==> config.mk <==
export PLATFORM = sky130hd
export DESIGN_NAME = mas_prog_sequencer_flat
export DESIGN_NICKNAME = d
export VERILOG_FILES = /design/src/rtl/mas_prog_sequencer_if.sv /design/src/rtl/mas_prog_sequencer.sv /design/src/flat_wrapper.sv
export SDC_FILE = /design/constraint.sdc
export NUM_CORES = 1
export LEC_CHECK = 0
export ABC_AREA = 0
export BUFFER_PORTS_ARGS = -buffer_cell sky130_fd_sc_hd__buf_2
export CORE_AREA = 2 2 206 208
export DETAILED_ROUTE_END_ITERATION = 16
export DIE_AREA = 0 0 208 210
export SETUP_SLACK_MARGIN = 0.2
export SLEW_MARGIN = 20
export SYNTH_ARGS = -nofsm -noshare
export SYNTH_HDL_FRONTEND = slang
export SYNTH_SLANG_ARGS = --single-unit
==> constraint.sdc <==
create_clock -name clk -period 3.2 [get_ports clk]
set_input_delay 0.16 -clock clk [delete_from_list [all_inputs] [get_ports clk]]
set_output_delay 0.16 -clock clk [all_outputs]
set_load 0.05 [all_outputs]
==> src/rtl/mas_prog_sequencer_if.sv <==
// Host byte stream and core programming pins of the MAS program sequencer.
// The master side is the host/test harness, the slave side is the sequencer.
interface mas_prog_sequencer_if;
  logic [7:0]  byte_in;
  logic        byte_valid;
  logic        byte_ready;
  logic        pr;
  logic        cpu_en;
  logic [15:0] instr_out;

  modport master (
    output byte_in, byte_valid,
    input  byte_ready, pr, cpu_en, instr_out
  );

  modport slave (
    input  byte_in, byte_valid,
    output byte_ready, pr, cpu_en, instr_out
  );
endinterface

==> src/rtl/mas_prog_sequencer.sv <==
// Program-load and run sequencer for the MAS core: buffers a host byte stream
// as 16-bit words, bursts them in programming mode, then runs the core for a budget.
module mas_prog_sequencer #(
  parameter int unsigned IMEM_DEPTH = 16,
  parameter int unsigned ADDR_W     = 4,
  parameter int unsigned RUN_CNT_W  = 16
) (
  input  logic                 clk,
  input  logic                 rstz,
  input  logic                 start,
  input  logic [ADDR_W:0]      prog_len,
  input  logic [RUN_CNT_W-1:0] run_cycles,
  input  logic                 abort,
  mas_prog_sequencer_if.slave  bus,
  output logic                 busy,
  output logic                 done,
  output logic                 err,
  output logic [ADDR_W:0]      word_cnt
);

  localparam int unsigned CNT_W = ADDR_W + 1;

  typedef enum logic [2:0] {S_IDLE, S_RECV, S_PRIME, S_BURST, S_RUN} state_e;

  state_e               state_q, state_d;
  logic [CNT_W-1:0]     len_q, len_d;
  logic [RUN_CNT_W-1:0] rc_q, rc_d;
  logic [RUN_CNT_W-1:0] run_cnt_q, run_cnt_d;
  logic [CNT_W-1:0]     idx_q, idx_d;
  logic [7:0]           hi_q, hi_d;
  logic                 lo_phase_q, lo_phase_d;
  logic [CNT_W-1:0]     word_cnt_q, word_cnt_d;
  logic                 byte_ready_q, byte_ready_d;
  logic                 pr_q, pr_d;
  logic                 cpu_en_q, cpu_en_d;
  logic [15:0]          instr_q, instr_d;
  logic                 busy_q, busy_d;
  logic                 done_q, done_d;
  logic                 err_q, err_d;

  logic [15:0]          mem_q [IMEM_DEPTH];
  logic                 mem_we;
  logic [ADDR_W-1:0]    mem_waddr;
  logic [15:0]          mem_wdata;
  logic                 xfer;

  // Next state; PRIME uses idx as a phase bit so pr rises one cycle after the last byte.
  always_comb begin
    state_d    = state_q;
    len_d      = len_q;
    rc_d       = rc_q;
    run_cnt_d  = run_cnt_q;
    idx_d      = idx_q;
    hi_d       = hi_q;
    lo_phase_d = lo_phase_q;
    word_cnt_d = word_cnt_q;
    done_d     = done_q;
    err_d      = err_q;
    mem_we     = 1'b0;
    mem_waddr  = word_cnt_q[ADDR_W-1:0];
    mem_wdata  = {hi_q, bus.byte_in};
    xfer       = bus.byte_valid && byte_ready_q;

    case (state_q)
      S_IDLE: begin
        if (start) begin
          if (prog_len != '0 && prog_len <= CNT_W'(IMEM_DEPTH)) begin
            len_d      = prog_len;
            rc_d       = run_cycles;
            done_d     = 1'b0;
            err_d      = 1'b0;
            word_cnt_d = '0;
            lo_phase_d = 1'b0;
            state_d    = S_RECV;
          end else begin
            err_d  = 1'b1;
            done_d = 1'b0;
          end
        end
      end
      S_RECV: begin
        if (xfer) begin
          if (!lo_phase_q) begin
            hi_d       = bus.byte_in;
            lo_phase_d = 1'b1;
          end else begin
            mem_we     = 1'b1;
            word_cnt_d = word_cnt_q + CNT_W'(1);
            lo_phase_d = 1'b0;
            if (word_cnt_q + CNT_W'(1) == len_q) begin
              state_d = S_PRIME;
              idx_d   = '0;
            end
          end
        end
      end
      S_PRIME: begin
        if (idx_q == '0) begin
          idx_d = CNT_W'(1);
        end else begin
          idx_d   = '0;
          state_d = S_BURST;
        end
      end
      S_BURST: begin
        if (idx_q == len_q - CNT_W'(1)) begin
          state_d   = S_RUN;
          run_cnt_d = '0;
        end else begin
          idx_d = idx_q + CNT_W'(1);
        end
      end
      S_RUN: begin
        if (rc_q != '0 && run_cnt_q == rc_q - RUN_CNT_W'(1)) begin
          state_d = S_IDLE;
          done_d  = 1'b1;
        end else begin
          run_cnt_d = run_cnt_q + RUN_CNT_W'(1);
        end
      end
      default: state_d = S_IDLE;
    endcase

    if (abort && state_q != S_IDLE) begin
      state_d = S_IDLE;
      err_d   = 1'b1;
      done_d  = 1'b0;
      mem_we  = 1'b0;
    end
  end

  // Outputs are registered from the next state so they line up with state_q.
  always_comb begin
    byte_ready_d = (state_d == S_RECV);
    pr_d         = (state_d == S_PRIME && idx_d != '0) || (state_d == S_BURST);
    cpu_en_d     = pr_d || (state_d == S_RUN);
    instr_d      = (state_d == S_BURST) ? mem_q[idx_d[ADDR_W-1:0]] : 16'h0000;
    busy_d       = (state_d != S_IDLE);
  end

  always_ff @(posedge clk or negedge rstz) begin
    if (!rstz) begin
      state_q      <= S_IDLE;
      len_q        <= '0;
      rc_q         <= '0;
      run_cnt_q    <= '0;
      idx_q        <= '0;
      hi_q         <= '0;
      lo_phase_q   <= 1'b0;
      word_cnt_q   <= '0;
      byte_ready_q <= 1'b0;
      pr_q         <= 1'b0;
      cpu_en_q     <= 1'b0;
      instr_q      <= '0;
      busy_q       <= 1'b0;
      done_q       <= 1'b0;
      err_q        <= 1'b0;
    end else begin
      state_q      <= state_d;
      len_q        <= len_d;
      rc_q         <= rc_d;
      run_cnt_q    <= run_cnt_d;
      idx_q        <= idx_d;
      hi_q         <= hi_d;
      lo_phase_q   <= lo_phase_d;
      word_cnt_q   <= word_cnt_d;
      byte_ready_q <= byte_ready_d;
      pr_q         <= pr_d;
      cpu_en_q     <= cpu_en_d;
      instr_q      <= instr_d;
      busy_q       <= busy_d;
      done_q       <= done_d;
      err_q        <= err_d;
    end
  end

  // Program buffer holds no reset: contents are only read after being written.
  always_ff @(posedge clk) begin
    if (mem_we) mem_q[mem_waddr] <= mem_wdata;
  end

  assign bus.byte_ready = byte_ready_q;
  assign bus.pr         = pr_q;
  assign bus.cpu_en     = cpu_en_q;
  assign bus.instr_out  = instr_q;
  assign busy           = busy_q;
  assign done           = done_q;
  assign err            = err_q;
  assign word_cnt       = word_cnt_q;

endmodule

==> src/flat_wrapper.sv <==
// flat-port wrapper written by rule: the top's interface ports become plain ports
module mas_prog_sequencer_flat 
#(
  parameter int unsigned IMEM_DEPTH = 16,
  parameter int unsigned ADDR_W     = 4,
  parameter int unsigned RUN_CNT_W  = 16
)
  (clk, rstz, start, prog_len, run_cycles, abort, busy, done, err, word_cnt, bus_byte_in, bus_byte_valid, bus_byte_ready, bus_pr, bus_cpu_en, bus_instr_out);
  mas_prog_sequencer_if bus_i ();
  input  logic clk;
  input  logic rstz;
  input  logic start;
  input  logic [ADDR_W:0] prog_len;
  input  logic [RUN_CNT_W-1:0] run_cycles;
  input  logic abort;
  output logic busy;
  output logic done;
  output logic err;
  output logic [ADDR_W:0] word_cnt;
  input wire logic [$bits(bus_i.byte_in)-1:0] bus_byte_in;
  input wire logic [$bits(bus_i.byte_valid)-1:0] bus_byte_valid;
  output wire logic [$bits(bus_i.byte_ready)-1:0] bus_byte_ready;
  output wire logic [$bits(bus_i.pr)-1:0] bus_pr;
  output wire logic [$bits(bus_i.cpu_en)-1:0] bus_cpu_en;
  output wire logic [$bits(bus_i.instr_out)-1:0] bus_instr_out;
  assign bus_i.byte_in = bus_byte_in;
  assign bus_i.byte_valid = bus_byte_valid;
  assign bus_byte_ready = bus_i.byte_ready;
  assign bus_pr = bus_i.pr;
  assign bus_cpu_en = bus_i.cpu_en;
  assign bus_instr_out = bus_i.instr_out;
  mas_prog_sequencer #(.IMEM_DEPTH(IMEM_DEPTH), .ADDR_W(ADDR_W), .RUN_CNT_W(RUN_CNT_W)) u_core (.clk(clk), .rstz(rstz), .start(start), .prog_len(prog_len), .run_cycles(run_cycles), .abort(abort), .bus(bus_i), .busy(busy), .done(done), .err(err), .word_cnt(word_cnt));
endmodule
## Word-level counts from Yosys, hierarchy flattened

Memory sizes are Yosys's and may differ from the RTL's.
Index checks and enable logic that the tools add are counted.

- Register bits after elaboration: 81
- Memory bits (writable): 256
- Output and inout bits: 27
- Logic and storage cells: 112
- Memories: 1

Memory list:

| name | depth | width | read ports | clocked after Yosys merged registers in | write ports | line | RTL |
|---|---|---|---|---|---|---|---|
| u_core.mem_q | 16 | 16 | 1 | 0 | 1 | mas_prog_sequencer.sv:41 | `logic [15:0] mem_q [IMEM_DEPTH];` |

- Add/subtract/negate cells: 5
- $lt $le $gt $ge: 1
- Equal/unequal tests: 19
- Mux-type cells: 44
- Bitwise operators: 1
- Reductions and logical operators: 26

Operators with widths:

| cell | number |
|---|---|
| two-way mux 16 bit | 3 |
| two-way mux 5 bit | 8 |
| one-hot mux 16 bit (2 select lines) | 1 |
| two-way mux 3 bit | 9 |
| two-way mux 1 bit | 18 |
| adder 16 x 1 -> 16 bit, second input constant | 1 |
| equality test 16 bit | 1 |
| nonzero test 16 bit | 1 |
| subtractor 16 x 1 -> 16 bit, second input constant | 1 |
| one-hot mux 3 bit (5 select lines) | 1 |
| one-hot mux 5 bit (3 select lines) | 1 |
| equality test 3 x 2 -> 1 bit, second input constant | 4 |
| AND reduction 3 bit | 4 |
| adder 5 x 1 -> 5 bit, second input constant | 2 |
| equality test 5 bit | 2 |
| one-hot mux 5 bit (2 select lines) | 1 |
| nonzero test 5 bit | 2 |
| nonzero test 3 bit | 3 |
| != test 2 x 1 -> 1 bit, second input constant | 4 |
| nonzero test 2 bit | 4 |
| equality test 3 x 1 -> 1 bit, second input constant | 2 |
| equality test 3 bit, second input constant | 2 |
| less-or-equal comparator 5 bit, second input constant | 1 |
| logical AND 1 bit | 5 |
| other kinds (12) | 15 |

## Longest topological paths before layout

Gate-level depths: netlist (run 1).

- Word-level depth: 11
- Gate-level depth with buffers: 15

## Worst setup path after synthesis (run 1)

Ideal clock, no wire load.

- Kind: register to register
- Start: register u_core.word_cnt_q[0], in the netlist u_core.word_cnt[0]
- End: register u_core.cpu_en_q, in the netlist u_core.bus.cpu_en
- Setup time: 0.124 ns
- Arrival time: 3.353 ns
- Required time: 3.076 ns
- Path slack: -0.277 ns
- Stages on the path, launching flop included: 13
- Cell sequence: dfrtp_1 -> ha_1 -> buf_2 -> nand3_1 -> or3b_1 -> a2111oi_2 -> nor2_1 -> a211oi_4 -> inv_4 -> nor2_1 -> nand3_1 -> o31a_1 -> or2_1

- Elaborated cells between the ends (all ways): 18

RTL lines:

| element | line | RTL |
|---|---|---|
| from (decl) | mas_prog_sequencer.sv:32 | `logic [CNT_W-1:0] word_cnt_q, word_cnt_d;` |
| from (signal assigned) | mas_prog_sequencer.sv:166 | `word_cnt_q <= word_cnt_d;` |
| adder 5 x 1 -> 5 bit | mas_prog_sequencer.sv:90 | `if (word_cnt_q + CNT_W'(1) == len_q) begin` |
| equality test 5 bit | mas_prog_sequencer.sv:90 |  |
| two-way mux 5 bit | mas_prog_sequencer.sv:90 |  |
| two-way mux 5 bit | mas_prog_sequencer.sv:83 | `if (!lo_phase_q) begin` |
| two-way mux 5 bit | mas_prog_sequencer.sv:82 | `if (xfer) begin` |
| one-hot mux 5 bit (3 select lines) | mas_prog_sequencer.sv:64 | `case (state_q)` |
| net u_core.idx_d[2] | mas_prog_sequencer.sv:29 | `logic [CNT_W-1:0] idx_q, idx_d;` |
| nonzero test 5 bit | mas_prog_sequencer.sv:135 | `pr_d = (state_d == S_PRIME && idx_d != '0) \|\| (state_d == S_BURST);` |
| logical AND 1 bit | mas_prog_sequencer.sv:135 |  |
| logical OR 1 bit | mas_prog_sequencer.sv:135 |  |
| net u_core.pr_d | mas_prog_sequencer.sv:34 | `logic pr_q, pr_d;` |
| logical OR 1 bit | mas_prog_sequencer.sv:136 | `cpu_en_d = pr_d \|\| (state_d == S_RUN);` |
| net u_core.cpu_en_d | mas_prog_sequencer.sv:35 | `logic cpu_en_q, cpu_en_d;` |
| to (signal assigned) | mas_prog_sequencer.sv:169 | `cpu_en_q <= cpu_en_d;` |
| to (decl) | mas_prog_sequencer.sv:35 |  |

The timed path passes the listed nets, and every way through them passes these cells.
A chain may end at the register's enable or synchronous reset.

## Final worst setup path (run 1)

- Start: register u_core.word_cnt_q[1], in the netlist u_core.word_cnt[1]
- End: register u_core.instr_q[8], in the netlist u_core.bus.instr_out[8]

- Longest elaborated chain between the ends: 9
- Elaborated cells between the ends (all ways): 14

RTL lines:

| element | line | RTL |
|---|---|---|
| adder 5 x 1 -> 5 bit * | mas_prog_sequencer.sv:90 |  |
| equality test 5 bit * | mas_prog_sequencer.sv:90 |  |
| branches (longest 6 deep; another with memory read (16 x 16 bit)) | n/a |  |
| two-way mux 16 bit * | mas_prog_sequencer.sv:137 | `instr_d = (state_d == S_BURST) ? mem_q[idx_d[ADDR_W-1:0]] : 16'h0000;` |
| net u_core.instr_d[8] | mas_prog_sequencer.sv:36 | `logic [15:0] instr_q, instr_d;` |
| to (signal assigned) | mas_prog_sequencer.sv:170 | `instr_q <= instr_d;` |
| to (decl) | mas_prog_sequencer.sv:36 |  |

Mark *: on every way through the listed nets, which the timed path passes.

==> run_results.csv, run 1 <==
group,metric,value,unit
run_status,status,"completed",
setup_path,cpMostUsedCell,"a221o_1",
power_and_ir_drop,pwr-share-seq,39.3,%
global_route,grt_max_degree,50,
clocking,numCtsBuffers,38,
floorplan,die_x,208,um
cells_and_area,fin_cells,1882,
floorplan,rows,75,
placed_design,place_hpwl,21700,um
yosys,async_reset_ff_share,24.0,%
floorplan,die_y,210,um
setup_path,cp_num_cells,12,
power_and_ir_drop,power.density,788,nW/um^2
yosys,ys.flop_type,"edfxtp_1",
sta,setup_viol,0,
clocking,clockBufferDepth,3,
flow_run,max-cap-violations,0,
setup_path,path_buf_inv,2,
clocking,clk_pin_slew,0.06,ns
cells_and_area,fin_area,18400,um^2
cells_and_area,area_growth,27.6,%
setup_path,cp_top_family,"compound AO/OA/AOI/OAI gates",
yosys,yosysWarnings,0,
power_and_ir_drop,power_frac_comb,30.1,%
setup_path,worstRegToRegCells,12,
sta,slew_viol_final,0,
setup_path,path_cells,"ha_4 > o21ba_1 > a221o_1 > a2111oi_4 > o22ai_2 > a22oi_2 > inv_2 > nand2_2 > nor2_2 > buf_12 > a221o_1 > nor4_2",
floorplan,fp.coreArea,41500,um^2
placed_design,dp.cells,1743,
global_route,first_global_vias,9658,
drt,drc,0,
setup_path,path_class,"reg -> reg",
setup_path,required,3.64,ns
sta,max_slew.worst_pin.slew,0.818,ns
drt,drt_iter0_markers,924,
setup_path,cp.arrival,3.59,ns
yosys,postSynthAreaPerCell,12.8,um^2
sta,rsz0062_at_grt,"true",
sta,setup_tns,0,ns
power_and_ir_drop,swShare,32.3,%
setup_path,cpMaxStageDelayCell,"dfrtp_2",
cells_and_area,final_cell_mix,"edfxtp_1, nand2_1, a21oi_1",
sta,period_minus_slack,3.16,ns
setup_path,r2r_slack,0.04,ns
sta,fmax,0.317,GHz
sta,post-route-period-util,98.6,%
placed_design,io_buffers,60,
drt,routedWlPerCell,20.7,um
clocking,cts-htree-levels,2,
setup_path,r2r_end,"u_core.bus.instr_out[8]",
sta,max-slew-margin-rel,45.5,%
cells_and_area,nNetsFinal,1356,
cells_and_area,multi_input_area,4690,um^2
sta,skew,0.0252,ns
setup_path,r2r-start,"u_core.word_cnt[1]",
floorplan,initial_utilization,34.7,%
clocking,cts_root_buf,"clkbuf_16",
yosys,ys_seq_elements,337,
global_route,grt_overflow,0,
global_route,grt_pass1_wl,57900,um
clocking,insertion_delay,0.57,ns
floorplan,io_pins,61,
floorplan,die_area,43700,um^2
setup_path,crit_start,"u_core.word_cnt[1]",
yosys,syn_inst,1126,
yosys,synth_seq_area_share,67.5,%
sta,holdWs,0.0398,ns
global_route,grt_usage,17.5,%
cells_and_area,fillCellCount,3759,
global_route,antenna_found_initial,0,
placed_design,post_dp_cell_area,16000,um^2
hold_path,hold_class,"in -> reg",
yosys,syn_nets,1169,
setup_path,endpoint_kind,"flip-flop",
setup_path,crit_fanout,14,
cells_and_area,layout-drive-gt1-share,26.8,%
cells_and_area,final_util,44.3,%
power_and_ir_drop,p_int,0.00980,W
power_and_ir_drop,power.leakage,6.86,nW
power_and_ir_drop,p_sw,0.00467,W
yosys,synth.distinct_cells,73,
power_and_ir_drop,power.share.clock,30.6,%
drt,vias,9824,
clocking,cts_sinks,337,
power_and_ir_drop,vdd_drop_max,0.000586,V
drt,ant_nets,0,
cells_and_area,final-seq-area,9720,um^2
clocking,cts_tree,"built",
setup_path,start_kind,"flip-flop",
yosys,synth_edf_count,256,
cells_and_area,layout_commonest_cell,"edfxtp_1",
yosys,netlist_area,14400,um^2
drt,routed_wl,39000,um
sta,finalHoldViolations,0,
setup_path,max_stage_delay,0.43,ns
drt,dr.pass1.iters,5,
setup_path,crit_path_end,"u_core.bus.instr_out[8]",
drt,via_per_inst,5.22,
placed_design,gp_congestion,0.819,
how the worst min path moves through the flow:
stage / end / start / cells after the start / slack (ns)
3_3_place_gp: u_core.rc_q[3] / rstz / 1 / 0.29
5_1_grt: u_core.lo_phase_q / bus_byte_valid / 4 / 0.1
4_1_cts: u_core.lo_phase_q / bus_byte_valid / 4 / 0.01
2_1_floorplan: u_core.bus.byte_ready / rstz / 0 / -0.14
6_report: u_core.lo_phase_q / bus_byte_valid / 4 / 0.04
3_5_place_dp: u_core.rc_q[2] / rstz / 1 / 0.29
cells by family after synthesis:
kind of cell	count (synthesis)	share of synthesized area, %
fa+ha+maj	10	0.852
buf+inv	81	2.58
mux	65	4.79
flops	337	67.5
compound gates	184	8.45
xor+xnor	47	2.86
simple gates	402	13.0
per-stage QoR:
step / worst slack (ns) / power, W
after floorplan: 0.0873 / 0.00809
after global placement: 0.0698 / 0.00932
after detailed placement: 0.00664 / 0.00938
after CTS: 0.102 / 0.0144
after global routing: -0.0672 / 0.0151
final: 0.0444 / 0.0145
cell usage after synthesis, types with 18 or more instances:
master / instances / area share (%)
mux2_2: 31 / 2.4
nor2_1: 51 / 1.3
inv_1: 18 / 0.47
clkbuf_1: 30 / 0.78
buf_2: 18 / 0.63
xor2_1: 23 / 1.4
xnor2_1: 24 / 1.5
mux2i_1: 34 / 2.4
nand2_1: 212 / 5.5
dfrtp_1: 81 / 14
nor3_1: 51 / 1.8
edfxtp_1: 256 / 53
a21oi_1: 99 / 3.4
registers in the layout, indices dropped and copies added (netlist names):
register and count:
u_core.mem_q 256, u_core.bus.instr_out 16, u_core.rc_q 16, u_core.run_cnt_q 16, u_core.hi_q 8, u_core.idx_q 5
u_core.len_q 5, u_core.word_cnt 5, u_core.state_q 3, u_core.bus.byte_ready 1, u_core.bus.cpu_en 1, u_core.bus.pr 1
u_core.busy 1, u_core.done 1, u_core.err 1, u_core.lo_phase_q 1
repair_timing:
| item | in CTS | in global routing |
|---|---|---|
| pin swaps | 7 | 25 |
| resized for setup | 31 | 34 |
| buffers inserted | 20 | 8 |
| hold endpoints to repair | 179 | 0 |
| gates cloned | 5 | 4 |
| hold buffers | 32 | 0 |
| endpoints found under the setup margin | 23 | 34 |
final cells by class:
cell class                      instances  share of cell area [%]
Clock buffer                           51                    5.61
Multi-Input combinational cell        708                    25.5
Clock inverter                         18                    1.35
Tap cell                              539                    3.67
Antenna cell                            1                  0.0136
Timing Repair Buffer                  207                    10.4
Sequential cell                       337                    52.9
Inverter                               21                   0.511
power groups by stage:
stage	registers [W]	logic, W	clock network (W)
floorplan	0.00571	0.00237	0
global placement	0.00574	0.00359	0
detailed placement	0.00576	0.00363	0
CTS	0.00567	0.00422	0.00453
global route	0.00573	0.00469	0.00472
finish	0.00568	0.00436	0.00443
tightest hold or removal path: cells and delay by family:
family / cells / cell delay [ns]
buf+inv: 1 / 0.09
compound gates: 2 / 0.22
simple gates: 1 / 0.08
layer usage:
metal	up-vias	routed length, um	global-route usage (%)
li1	4505	-	-
met3	75	2610	3.14
met2	339	18600	28.7
met5	-	0	0
met4	0	1270	6.75
met1	4905	16400	23.1
(Power assumes the default switching activity.)
==> run 2: changes to the inputs <==
==> constraint.sdc (replaced) <==
create_clock -name clk -period 3.2 [get_ports clk]
set_input_delay 0.32 -clock clk [delete_from_list [all_inputs] [get_ports clk]]
set_output_delay 0.32 -clock clk [all_outputs]
set_load 0.05 [all_outputs]
==> run 2 against run 1 <==
  * Sequential power barely moved
  * Total power is 3.2% lower
  * Die area is the same
  * Sequential share of layout area increased by 1.2 points
  * Flip-flop and latch count unchanged
  * Register-to-register slack better by 0.11 ns
  * Final area shrank 2.3%
  * Clock power shrank 4%
  * Critical path depth is 2 lower
  * Cell count decreased by 1.3%
  * Count of clock-buffer cells in the layout decreased by 5
  * Maximum frequency is 3.8% higher
  * Critical path type unchanged
  * Largest power group unchanged
==> run_results.csv, run 2 (synthesis results as in run 1) <==
group,metric,value,unit
sta,rsz0062_at_grt,"true",
global_route,grt_usage,17.0,%
clocking,insertion_delay,0.55,ns
run_status,status,"completed",
placed_design,gp_congestion,0.815,
setup_path,endpoint_kind,"flip-flop",
cells_and_area,final_cell_mix,"edfxtp_1, nand2_1, a21oi_1",
global_route,grt_pass1_wl,56900,um
clocking,clockBufferDepth,3,
hold_path,hold_class,"in -> reg",
drt,vias,9579,
power_and_ir_drop,vdd_drop_max,0.000452,V
setup_path,path_buf_inv,1,
drt,routedWlPerCell,20.1,um
sta,max_slew.worst_pin.slew,0.787,ns
drt,drt_iter0_markers,794,
drt,ant_nets,0,
setup_path,path_class,"reg -> reg",
clocking,cts_sinks,337,
clocking,clk_pin_slew,0.06,ns
global_route,antenna_found_initial,1,
placed_design,dp.cells,1746,
cells_and_area,n_antenna_cell,0,
cells_and_area,largest_reg_flops,256,
global_route,grt_overflow,0,
clocking,numCtsBuffers,39,
setup_path,required,3.65,ns
sta,skew,0.0182,ns
floorplan,die_y,210,um
floorplan,die_area,43700,um^2
floorplan,fp.coreArea,41500,um^2
floorplan,initial_utilization,34.7,%
setup_path,crit_fanout,16,
sta,setup_viol,0,
placed_design,io_buffers,60,
cells_and_area,nNetsFinal,1331,
setup_path,cp.arrival,3.49,ns
sta,slew_viol_final,0,
drt,via_per_inst,5.16,
clocking,cts-htree-levels,2,
setup_path,cp_top_family,"compound AO/OA/AOI/OAI gates",
floorplan,die_x,208,um
sta,post-route-period-util,95.0,%
power_and_ir_drop,power.density,781,nW/um^2
clocking,cts_tree,"built",
flow_run,max-cap-violations,0,
floorplan,rows,75,
sta,fmax,0.329,GHz
clocking,cts_root_buf,"clkbuf_16",
sta,setup_tns,0,ns
setup_path,start_kind,"flip-flop",
drt,drc,0,
floorplan,io_pins,61,
setup_path,max_stage_delay,0.43,ns
cells_and_area,area_growth,24.7,%
cells_and_area,fin_cells,1857,
sta,max-slew-margin-rel,47.5,%
placed_design,place_hpwl,21500,um
setup_path,path_cells,"ha_4 > o21ba_1 > a221o_1 > a211o_1 > or3_4 > a211oi_4 > o21ai_2 > buf_12 > a221o_1 > nor4_1",
power_and_ir_drop,power.leakage,6.72,nW
global_route,grt_max_degree,59,
sta,period_minus_slack,3.04,ns
sta,finalHoldViolations,0,
cells_and_area,layout_commonest_cell,"edfxtp_1",
drt,dr.pass1.iters,5,
global_route,first_global_vias,9572,
drt,routed_wl,37200,um
cells_and_area,layout-drive-gt1-share,26.8,%
cells_and_area,largest-register,"u_core.mem_q",
setup_path,cpMostUsedCell,"a221o_1",
setup_path,cpMaxStageDelayCell,"dfrtp_2",
[run 2: metrics by stage]
step	util [%]	hold WS (ns)	setup slack (ns)	total power, W	instance area, um^2
floorplan	-	0.0244	0.0873	0.00809	14500
global placement	38.7	0.451	0.0935	0.00945	16000
detailed placement	38.7	0.451	0.0537	0.00949	16000
CTS	42.7	0.00128	0.146	0.0140	17700
global route	43.3	0.00531	-0.00102	0.0147	17900
finish	43.3	0.0232	0.159	0.0140	17900
[run 2: layout make-up]
class / instances / area [um^2]
Timing Repair Buffer: 181 / 1580
Multi-Input combinational cell: 708 / 4680
Sequential cell: 337 / 9720
Clock inverter: 25 / 189
Inverter: 21 / 86.3
Fill cell: 3764 / 23500
Tap cell: 539 / 674
Clock buffer: 46 / 1020
[run 2: final timing paths]
check	from	to	slack, ns	cells past startpoint
worst min register to register	u_core.err	u_core.err	0.51	1
min in group asynchronous	rstz	u_core.rc_q[3]	0.40	2
max in group asynchronous	rstz	u_core.bus.instr_out[0]	2.12	3
worst min-delay path	run_cycles[3]	u_core.rc_q[3]	0.02	2
worst max-delay path	u_core.word_cnt[1]	u_core.bus.instr_out[0]	0.16	10
worst max register to register	u_core.word_cnt[1]	u_core.bus.instr_out[0]	0.16	10
[run 2: power breakdown]
| part | switching [W] | internal (W) | total (W) |
|---|---|---|---|
| Clock | 0.00178 | 0.00246 | 0.00424 |
| Combinational | 0.00233 | 0.00178 | 0.00411 |
| Sequential | 0.000442 | 0.00522 | 0.00566 |
| Total | 0.00455 | 0.00946 | 0.0140 |
[run 2: worst register-to-register path: cells and delay by family, from the launching register on]
family / cells / cell delay (ns)
buffers and inverters: 1 / 0.17
and+or+nand+nor: 2 / 0.65
adders and majority gates: 1 / 0.19
DFF: 1 / 0.43
AOI/OAI and AO/OA: 6 / 1.50
[run 2: layer usage]
layer  vias to the layer above  global-route usage, %  share of wire, %
met5                         -                      0             0.019
met4                         2                   6.38               3.1
met3                        75                   2.95               4.4
met2                       214                   27.6                48
met1                      4833                   22.9                45
li1                       4455                      -                 -
[run 2: what timing repair did]
| item | 4_1_cts | 5_1_grt |
|---|---|---|
| endpoints found under the hold margin | 67 | 0 |
| cloned | 2 | 1 |
| hold buffers | 11 | 0 |
| pin swaps | 23 | 12 |
| endpoints found under the setup margin | 23 | 33 |
| gates resized for setup | 31 | 29 |
| buffers inserted | 18 | 8 |
==> run 3: changes to the inputs <==
CORE_AREA = 2 2 223 225   (was 2 2 206 208)
DIE_AREA = 0 0 225 227   (was 0 0 208 210)
PLACE_DENSITY_LB_ADDON = 0.08   (was default)
==> run 3 against run 2 <==
  * Critical path depth rose by 3
  * Clock power rose by 7.1%
  * Final area rose by 4.1%
  * Critical path type unchanged
  * Cell count rose by 6.8%
  * First-iteration DRC count fell by 32%
  * Sequential share of layout area fell by 2.1 points
==> run_results.csv, run 3 (synthesis results as in run 1) <==
group,metric,value,unit
global_route,grt_max_degree,43,
cells_and_area,n_antenna_cell,0,
setup_path,start_kind,"flip-flop",
placed_design,dp.cells,1868,
cells_and_area,layout-drive-gt1-share,29.5,%
floorplan,die_x,225,um
placed_design,place_hpwl,25500,um
cells_and_area,final_cell_mix,"edfxtp_1, nand2_1, buf_4",
clocking,insertion_delay,0.58,ns
setup_path,required,3.68,ns
sta,skew,0.0211,ns
setup_path,cp_top_family,"compound AO/OA/AOI/OAI gates",
setup_path,path_cells,"ha_4 > o21ba_1 > a221o_1 > a2111oi_4 > o22ai_2 > a22oi_2 > inv_2 > nand2_4 > nor2_4 > buf_12 > buf_12 > a221o_1 > nor4_2",
sta,fmax,0.315,GHz
sta,setup_viol,0,
drt,vias,9481,
setup_path,path_class,"reg -> reg",
clocking,clk_pin_slew,0.06,ns
setup_path,cpMaxStageDelayCell,"dfrtp_2",
drt,dr.pass1.iters,5,
global_route,grt_usage,16.8,%
power_and_ir_drop,power.density,780,nW/um^2
setup_path,max_stage_delay,0.44,ns
sta,period_minus_slack,3.17,ns
clocking,cts-htree-levels,2,
sta,max-slew-margin-rel,58.3,%
floorplan,fp.coreArea,48500,um^2
run_status,status,"completed",
sta,max_slew.worst_pin.slew,0.625,ns
clocking,cts_root_buf,"clkbuf_16",
cells_and_area,fillCellCount,4634,
clocking,cts_tree,"built",
flow_run,max-cap-violations,0,
drt,routedWlPerCell,21.3,um
cells_and_area,fin_cells,1983,
global_route,antenna_found_initial,2,
floorplan,rows,81,
floorplan,io_pins,61,
drt,wl_met2,21100,um
drt,drt_iter0_markers,543,
setup_path,endpoint_kind,"flip-flop",
cells_and_area,nNetsFinal,1372,
drt,met1_length,19000,um
global_route,grt_overflow,0,
drt,ant_nets,0,
cells_and_area,largest-register,"u_core.mem_q",
drt,top_layer,"met5",
global_route,grt_pass1_wl,62800,um
global_route,first_global_vias,9607,
cells_and_area,final-seq-area,9720,um^2
clocking,cts_sinks,337,
drt,routed_wl,42300,um
setup_path,cp.arrival,3.65,ns
sta,layout_setup_ws,0.0278,ns
cells_and_area,area_growth,29.7,%
floorplan,die_y,227,um
sta,finalHoldViolations,0,
floorplan,initial_utilization,29.7,%
cells_and_area,multi_input_area,4800,um^2
sta,holdWs,0.0631,ns
hold_path,hold_class,"in -> reg",
power_and_ir_drop,power.leakage,6.97,nW
cells_and_area,largest_reg_flops,256,
clocking,numCtsBuffers,41,
floorplan,die_area,51100,um^2
sta,slew_viol_final,0,
drt,via_per_inst,4.78,
placed_design,io_buffers,60,
setup_path,path_buf_inv,3,
sta,post-route-period-util,99.1,%
placed_design,pre_cts_slack,-0.0439,ns
power_and_ir_drop,vdd_drop_max,0.000369,V
sta,rsz0062_at_grt,"true",
drt,met3_length,1480,um
placed_design,gp_congestion,0.748,
cells_and_area,layout_commonest_cell,"edfxtp_1",
power_and_ir_drop,total_power,0.0146,W
drt,drc,0,
setup_path,crit_fanout,5,
clocking,clockBufferDepth,3,
## run 3: power breakdown
group | switching (W) | total, W | internal, W
logic | 0.00246 | 0.00435 | 0.00189
clock network | 0.00188 | 0.00454 | 0.00266
registers | 0.000457 | 0.00568 | 0.00522
total | 0.00479 | 0.0146 | 0.00977
## run 3: worst reg2reg max path, cell delays in order, from the launching register on
cell and delay, ns:
dfrtp_2 0.44, ha_4 0.19, o21ba_1 0.18, a221o_1 0.36
a2111oi_4 0.41, o22ai_2 0.14, a22oi_2 0.24, inv_2 0.13
nand2_4 0.10, nor2_4 0.04, buf_12 0.14, buf_12 0.12
a221o_1 0.33, nor4_2 0.27
## run 3: repair_timing
action / CTS / global route
setup endpoints to repair: 25 / 28
gates resized for setup: 47 / 58
hold buffers: 22 / 0
gates cloned: 0 / 2
hold endpoints to repair: 60 / 0
setup buffers: 11 / 5
pin swaps: 17 / 21
## run 3: path summary, 6_finish.rpt
kind / cells after the start / startpoint / endpoint / slack, ns
max in group asynchronous: 3 / rstz / u_core.bus.instr_out[8] / 2.19
min in group asynchronous: 2 / rstz / u_core.done / 0.31
hold reg to reg: 1 / u_core.err / u_core.err / 0.48
hold / removal: 3 / start / u_core.done / 0.06
setup reg to reg: 13 / u_core.word_cnt[1] / u_core.bus.instr_out[0] / 0.03
setup / recovery: 13 / u_core.word_cnt[1] / u_core.bus.instr_out[0] / 0.03
## run 3: per-stage QoR
step / instance area, um^2 / TNS (ns) / util, %
after global routing: 18700 / -0.567 / 38.5
after detailed placement: 16400 / -0.128 / 33.9
after global placement: 16400 / -0.0127 / 33.9
after floorplan: 14500 / 0 / -
final: 18700 / 0 / 38.5
after CTS: 18300 / 0 / 37.7
## run 3: layout make-up
type | count | area share (%)
inverters | 21 | 0.502
flip-flops and latches | 337 | 52.0
repair buffers | 220 | 10.5
clock buffers | 57 | 6.08
multi-input cells | 708 | 25.7
well taps | 622 | 4.17
clock inverters | 18 | 0.978
## run 3: metal layers
layer,vias up,GRT usage (%)
li1,4545,-
met1,4758,22.1
met2,131,28.9
met3,43,2.74
met4,4,4.36
met5,-,0
